--- src/rtl/vga_timing_pkg.sv ---
// vga_timing_pkg: 640x480@60 raster timing constants shared by the timing
// generator and the pixel-colour stage.
//   COORD_W          width of the x/y scan coordinates
//   H_*/V_*          active, porch and sync lengths (pixels / lines)
//   H_TOTAL/V_TOTAL  full line / frame lengths
//   HS_*/VS_*        first and last counter value with sync asserted
package vga_timing_pkg;
    localparam int COORD_W  = 10;

    localparam int H_ACTIVE = 640;
    localparam int H_FP     = 16;
    localparam int H_SYNC   = 96;
    localparam int H_BP     = 48;
    localparam int V_ACTIVE = 480;
    localparam int V_FP     = 10;
    localparam int V_SYNC   = 2;
    localparam int V_BP     = 33;

    localparam int H_TOTAL  = H_ACTIVE + H_FP + H_SYNC + H_BP;  // 800
    localparam int V_TOTAL  = V_ACTIVE + V_FP + V_SYNC + V_BP;  // 525

    localparam int HS_START = H_ACTIVE + H_FP;                  // 656
    localparam int HS_END   = HS_START + H_SYNC - 1;            // 751
    localparam int VS_START = V_ACTIVE + V_FP;                  // 490
    localparam int VS_END   = VS_START + V_SYNC - 1;            // 491

    // Asserted level of HS/VS: 0 = active-low.
    localparam bit SYNC_POL = 1'b0;
endpackage

--- src/rtl/clk_en_divider.sv ---
// clk_en_divider: divides the system clock down to a pixel-rate enable.
//   clk, rst  system clock, async active-high reset
//   pix_en    one-clk strobe, high in the cycle where div_cnt == CLK_DIV-1
//   vga_clk   pixel clock for the DAC, high while div_cnt >= CLK_DIV/2
// Both outputs are registered from the next divider count so they are
// glitch-free and line up with the cycle whose div_cnt they describe.
module clk_en_divider #(
    parameter int CLK_DIV = 2
) (
    input  logic clk,
    input  logic rst,
    output logic pix_en,
    output logic vga_clk
);
    localparam int            DW   = $clog2(CLK_DIV);
    localparam logic [DW-1:0] LAST = DW'(CLK_DIV - 1);
    localparam logic [DW-1:0] HALF = DW'(CLK_DIV / 2);

    logic [DW-1:0] div_cnt;
    logic [DW-1:0] div_nxt;

    always_comb begin
        div_nxt = (div_cnt == LAST) ? '0 : div_cnt + 1'b1;
    end

    always_ff @(posedge clk or posedge rst) begin
        if (rst) begin
            div_cnt <= '0;
            pix_en  <= 1'b0;
            vga_clk <= 1'b0;
        end else begin
            div_cnt <= div_nxt;
            pix_en  <= (div_nxt == LAST);
            // Rises mid-pixel, falls on the edge where x/y update.
            vga_clk <= (div_nxt >= HALF);
        end
    end
endmodule

--- src/rtl/vga_timing_gen.sv ---
// vga_timing_gen: raster timing generator for the VGA DAC path.
//   clk, rst        50 MHz system clock, async active-high reset
//   x, y            current scan column / line (unclamped, incl. blanking)
//   active_pixels   high inside the visible window
//   pix_en          one-clk strobe per pixel boundary
//   frame_start     one-clk pulse as the outputs enter (0, V_ACTIVE)
//   VGA_HS/VGA_VS   syncs, asserted level SYNC_POL
//   VGA_BLANK_N     = active_pixels
//   VGA_SYNC_N      tied low (no sync-on-green)
//   VGA_CLK         pixel clock to the DAC
// All scan outputs load together on the pix_en edge from the pre-increment
// counters, so they lag the counters by one pixel and stay mutually aligned.
module vga_timing_gen #(
    parameter int CLK_DIV  = 2,
    parameter int H_ACTIVE = vga_timing_pkg::H_ACTIVE,
    parameter int H_FP     = vga_timing_pkg::H_FP,
    parameter int H_SYNC   = vga_timing_pkg::H_SYNC,
    parameter int H_BP     = vga_timing_pkg::H_BP,
    parameter int V_ACTIVE = vga_timing_pkg::V_ACTIVE,
    parameter int V_FP     = vga_timing_pkg::V_FP,
    parameter int V_SYNC   = vga_timing_pkg::V_SYNC,
    parameter int V_BP     = vga_timing_pkg::V_BP,
    parameter bit SYNC_POL = vga_timing_pkg::SYNC_POL
) (
    input  logic                               clk,
    input  logic                               rst,
    output logic [vga_timing_pkg::COORD_W-1:0] x,
    output logic [vga_timing_pkg::COORD_W-1:0] y,
    output logic                               active_pixels,
    output logic                               pix_en,
    output logic                               frame_start,
    output logic                               VGA_HS,
    output logic                               VGA_VS,
    output logic                               VGA_BLANK_N,
    output logic                               VGA_SYNC_N,
    output logic                               VGA_CLK
);
    import vga_timing_pkg::*;

    typedef logic [COORD_W-1:0] coord_t;

    localparam coord_t H_LAST = coord_t'(H_ACTIVE + H_FP + H_SYNC + H_BP - 1);
    localparam coord_t V_LAST = coord_t'(V_ACTIVE + V_FP + V_SYNC + V_BP - 1);
    localparam coord_t H_VIS  = coord_t'(H_ACTIVE);
    localparam coord_t V_VIS  = coord_t'(V_ACTIVE);
    localparam coord_t HS_BEG = coord_t'(H_ACTIVE + H_FP);
    localparam coord_t HS_FIN = coord_t'(H_ACTIVE + H_FP + H_SYNC - 1);
    localparam coord_t VS_BEG = coord_t'(V_ACTIVE + V_FP);
    localparam coord_t VS_FIN = coord_t'(V_ACTIVE + V_FP + V_SYNC - 1);

    coord_t h_cnt;
    coord_t v_cnt;

    clk_en_divider #(.CLK_DIV(CLK_DIV)) u_div (
        .clk     (clk),
        .rst     (rst),
        .pix_en  (pix_en),
        .vga_clk (VGA_CLK)
    );

    // Counters wrap at their last value, never exceeding H_TOTAL-1 / V_TOTAL-1.
    always_ff @(posedge clk or posedge rst) begin
        if (rst) begin
            h_cnt <= '0;
            v_cnt <= '0;
        end else if (pix_en) begin
            if (h_cnt == H_LAST) begin
                h_cnt <= '0;
                v_cnt <= (v_cnt == V_LAST) ? '0 : v_cnt + 1'b1;
            end else begin
                h_cnt <= h_cnt + 1'b1;
            end
        end
    end

    always_ff @(posedge clk or posedge rst) begin
        if (rst) begin
            x             <= '0;
            y             <= '0;
            active_pixels <= 1'b0;
            VGA_HS        <= ~SYNC_POL;
            VGA_VS        <= ~SYNC_POL;
            frame_start   <= 1'b0;
        end else begin
            // pix_en never repeats on consecutive clks, so this is one clk wide.
            frame_start <= pix_en && (h_cnt == '0) && (v_cnt == V_VIS);
            if (pix_en) begin
                x             <= h_cnt;
                y             <= v_cnt;
                active_pixels <= (h_cnt < H_VIS) && (v_cnt < V_VIS);
                VGA_HS        <= (h_cnt >= HS_BEG && h_cnt <= HS_FIN) ? SYNC_POL : ~SYNC_POL;
                VGA_VS        <= (v_cnt >= VS_BEG && v_cnt <= VS_FIN) ? SYNC_POL : ~SYNC_POL;
            end
        end
    end

    assign VGA_BLANK_N = active_pixels;
    assign VGA_SYNC_N  = 1'b0;
endmodule
--- config.mk ---
export PLATFORM = sky130hd
export DESIGN_NAME = vga_timing_gen
export DESIGN_NICKNAME = d
export VERILOG_FILES = /design/src/rtl/vga_timing_pkg.sv /design/src/rtl/clk_en_divider.sv /design/src/rtl/vga_timing_gen.sv
export SDC_FILE = /design/constraint.sdc
export NUM_CORES = 1
export LEC_CHECK = 0
export CAP_MARGIN = 15
export CORE_MARGIN = 2
export CORE_UTILIZATION = 42
export DETAILED_ROUTE_END_ITERATION = 8
export PLACE_DENSITY_LB_ADDON = 0.3
export SYNTH_ARGS = -nofsm -noshare
export SYNTH_HDL_FRONTEND = slang
export SYNTH_HIERARCHICAL = 1
export SYNTH_SLANG_ARGS = --single-unit
--- constraint.sdc ---
create_clock -name clk -period 1.66 [get_ports clk]
set_input_delay 0.166 -clock clk [delete_from_list [all_inputs] [get_ports clk]]
set_output_delay 0.166 -clock clk [all_outputs]
set_load 0.03 [all_outputs]
==> results of run 1 <==
==> critical path, stage by stage (launching register included) <==
cell and delay [ps]:
dfrtp_1 390, or2_4 290, nor4_4 310, nand4_1 130, mux2_1 320
==> synthesized netlist by cell type, types with 3 or more instances <==
master,count
dfrtp_1,43
mux2_2,19
inv_1,11
nand2_1,11
nor2_1,11
xnor2_1,10
o21ai_0,9
nand3_1,7
nand4_1,7
buf_4,4
ha_1,4
nor3_1,4
a21o_1,3
a21oi_1,3
nor4b_1,3
==> metal layers <==
metal	track usage	part of all wire
met5	0	0
met3	0.04527	0.039
met1	0.2420	0.49
met2	0.2411	0.46
met4	0.07273	0.018
==> cells by family (layout without fill, tap and decap cells) <==
kind of cell / count (synthesis) / after routing
simple gates: 57 / 57
flops: 45 / 45
mux: 21 / 21
buf+inv: 20 / 68
compound gates: 18 / 18
xor+xnor: 11 / 11
fa+ha+maj: 4 / 4
other cells: 1 / 1
==> layout make-up <==
class,instances,area share
clock buffers,8,0.03409
inverters,11,0.01563
multi-input cells,112,0.3220
flip-flops and latches,45,0.4276
well taps,67,0.03172
repair buffers,49,0.1690
==> worst max-delay path by stage <==
stage,cells past startpoint,to,from,slack (ps)
final,4,v_cnt[4]$_DFFE_PP0P_,h_cnt[5]$_DFFE_PP0P_,110
after global routing,6,v_cnt[2]$_DFFE_PP0P_,h_cnt[0]$_DFFE_PP0P_,-2
after CTS,4,v_cnt[4]$_DFFE_PP0P_,v_cnt[6]$_DFFE_PP0P_,20
after detailed placement,4,v_cnt[4]$_DFFE_PP0P_,v_cnt[6]$_DFFE_PP0P_,40
after global placement,4,v_cnt[4]$_DFFE_PP0P_,v_cnt[6]$_DFFE_PP0P_,90
after floorplan,4,v_cnt[4]$_DFFE_PP0P_,h_cnt[5]$_DFFE_PP0P_,30
==> flip-flops by register name, summed over array words and instances (netlist names) <==
name / count
h_cnt: 10
VGA_HS: 1
VGA_VS: 1
VGA_BLANK_N: 1
y: 10
frame_start: 1
v_cnt: 10
x: 10
u_div/pix_en: 1
==> metrics by stage <==
stage	instance area (µm²)	power (mW)	TNS, ps	util
after global placement	2526	1.151	0	0.5348
after detailed placement	2526	1.151	0	0.5348
after floorplan	2048	1.138	0	-
after CTS	2614	1.839	0	0.5534
after global routing	2643	1.891	-1.579	0.5595
final	2643	1.815	0	0.5595
==> timing repair <==
action                     CTS  global route
setup endpoints to repair    2             5
cloned                       0             0
pin swaps                    0             0
hold endpoints to repair     0             0
gates resized for setup      2             5
setup buffers                0             0
==> where the power goes <==
| part | internal, mW | switching (mW) |
|---|---|---|
| Combinational | 0.00732 | 0.0244 |
| Clock | 0.340 | 0.348 |
| Sequential | 1.10 | 0 |
==> results.yml, run 1 <==
clock_network:
  worstSkewPairLatency_ps: 290
  cts_tree: "done"
  cts.sinks: 45
  cts_buffer_depth: 2
  clockRootBuffer: "clkbuf_8"
  htree_levels: 2
  cts_hold_buf: 0
  cts_buffers: 5
  path_clk_slew_ps: 80
yosys:
  seq_area_frac_synth: 0.5513
  synth_area_mm2: 0.002047
  ys_types: 38
  synth_nets: 183
  yosys_register_bits: 45
  synthArstFlopShare: 1.000
  muxShareOfSynthArea: 0.1149
  synth_largest_area_cell: "dfrtp_1"
  synth_xor_area_frac: 0.04707
  synthAdderAreaFrac: 0.02445
  syn_inst: 177
  synth_top_area_frac: 0.5257
  yosys_warnings: 6
  synth-simple-area-share: 0.1638
  ys.flop_type: "dfrtp_1"
  synth.area.top_cells: "dfrtp_1 (53%), mux2_2 (10%), xnor2_1 (4.3%)"
  avgSynthCellArea_um2: 11.56
  synth_compound_area_frac: 0.05134
  synth_top_family_by_area: "simple AND/OR/NAND/NOR gates"
  synth_edf_count: 0
layout:
  seq_area_mm2: 0.001130
  final_common_cell: "dfrtp_1"
  diodes: 0
  nets: 230
  syn_to_final_growth_pct: 29.10
  num-fill-cells: 414
  mostFrequentLayoutCells: "dfrtp_1 (42), clkdlybuf4s50_1 (24), buf_4 (21), mux2_2 (19)"
  drive_gt1_frac: 0.2622
  stdcell_count: 292
  multi_input_area_um2: 850.8
place:
  dp_slack_ps: 41.36
  dp_hpwl_um: 2785
  gp_congestion: 0.8370
  dp_cells: 284
  io_buffers: 28
floorplan:
  dieWidth_um: 73.81
  core_mm2: 0.004723
  start_util: 0.4334
  dieHeight_um: 73.81
  ios: 30
  rows: 25
  dieArea_mm2: 0.005448
worst_setup_path:
  end_kind: "flop"
  rrSetupSlack_ps: 110
  crit_arrival_ps: 1730
  reg2reg_depth: 4
  critPathKind: "reg -> reg"
  crit_fanout: 5
  crit-reg2reg-launch: "h_cnt[5]$_DFFE_PP0P_"
  timing.rr.end: "v_cnt[4]$_DFFE_PP0P_"
  crit_path_start_kind: "flop"
  worst_ep_required_time_ps: 1840
global_routing:
  antenna_found_initial: 0
  grt-ovfl-total: 0
  grt_max_degree: 45
  grt_pass1_wl_um: 6831
  grt_use_total: 0.1692
  grt_pass1_vias: 1398
pwr:
  vdd_ir_drop_max_uv: 501.6
  power_leakage_nw: 1.233
  cellPowerDensity_mw_per_mm2: 686.7
drt:
  drtIter0Drc: 42
  route.detailed.drc: 0
  drt.antenna.violating_nets: 0
  vias_per_cell: 4.911
  wl_um: 3886
  vias: 1434
  wl_per_cell_um: 13.31
  firstDrtPassIters: 4
sta:
  finalClockSkew_ps: 3.493
  hold_viol_final: 0
  setup_viol: 0
  slew_violations: 0
  finalCritPeriodShare: 0.9364
  finalWorstSetupSlack_ps: 105.6
  hold_slack_ps: 23.90
  final.min_clock_period_ps: 1554
  max_freq_ghz: 0.6433
run:
  maxCapViolations: 0
status:
  outcome: "finished clean"
hold_path:
  hold_class: "in -> async"
Note: power is estimated with default switching activity, not from simulation.
==> run 2: changes to the inputs <==
Settings changed: ABC_CLOCK_PERIOD_IN_PS from default to 1660.
==> results of run 2 <==
No change in the layout: final DEF, timing and power equal those of run 1.
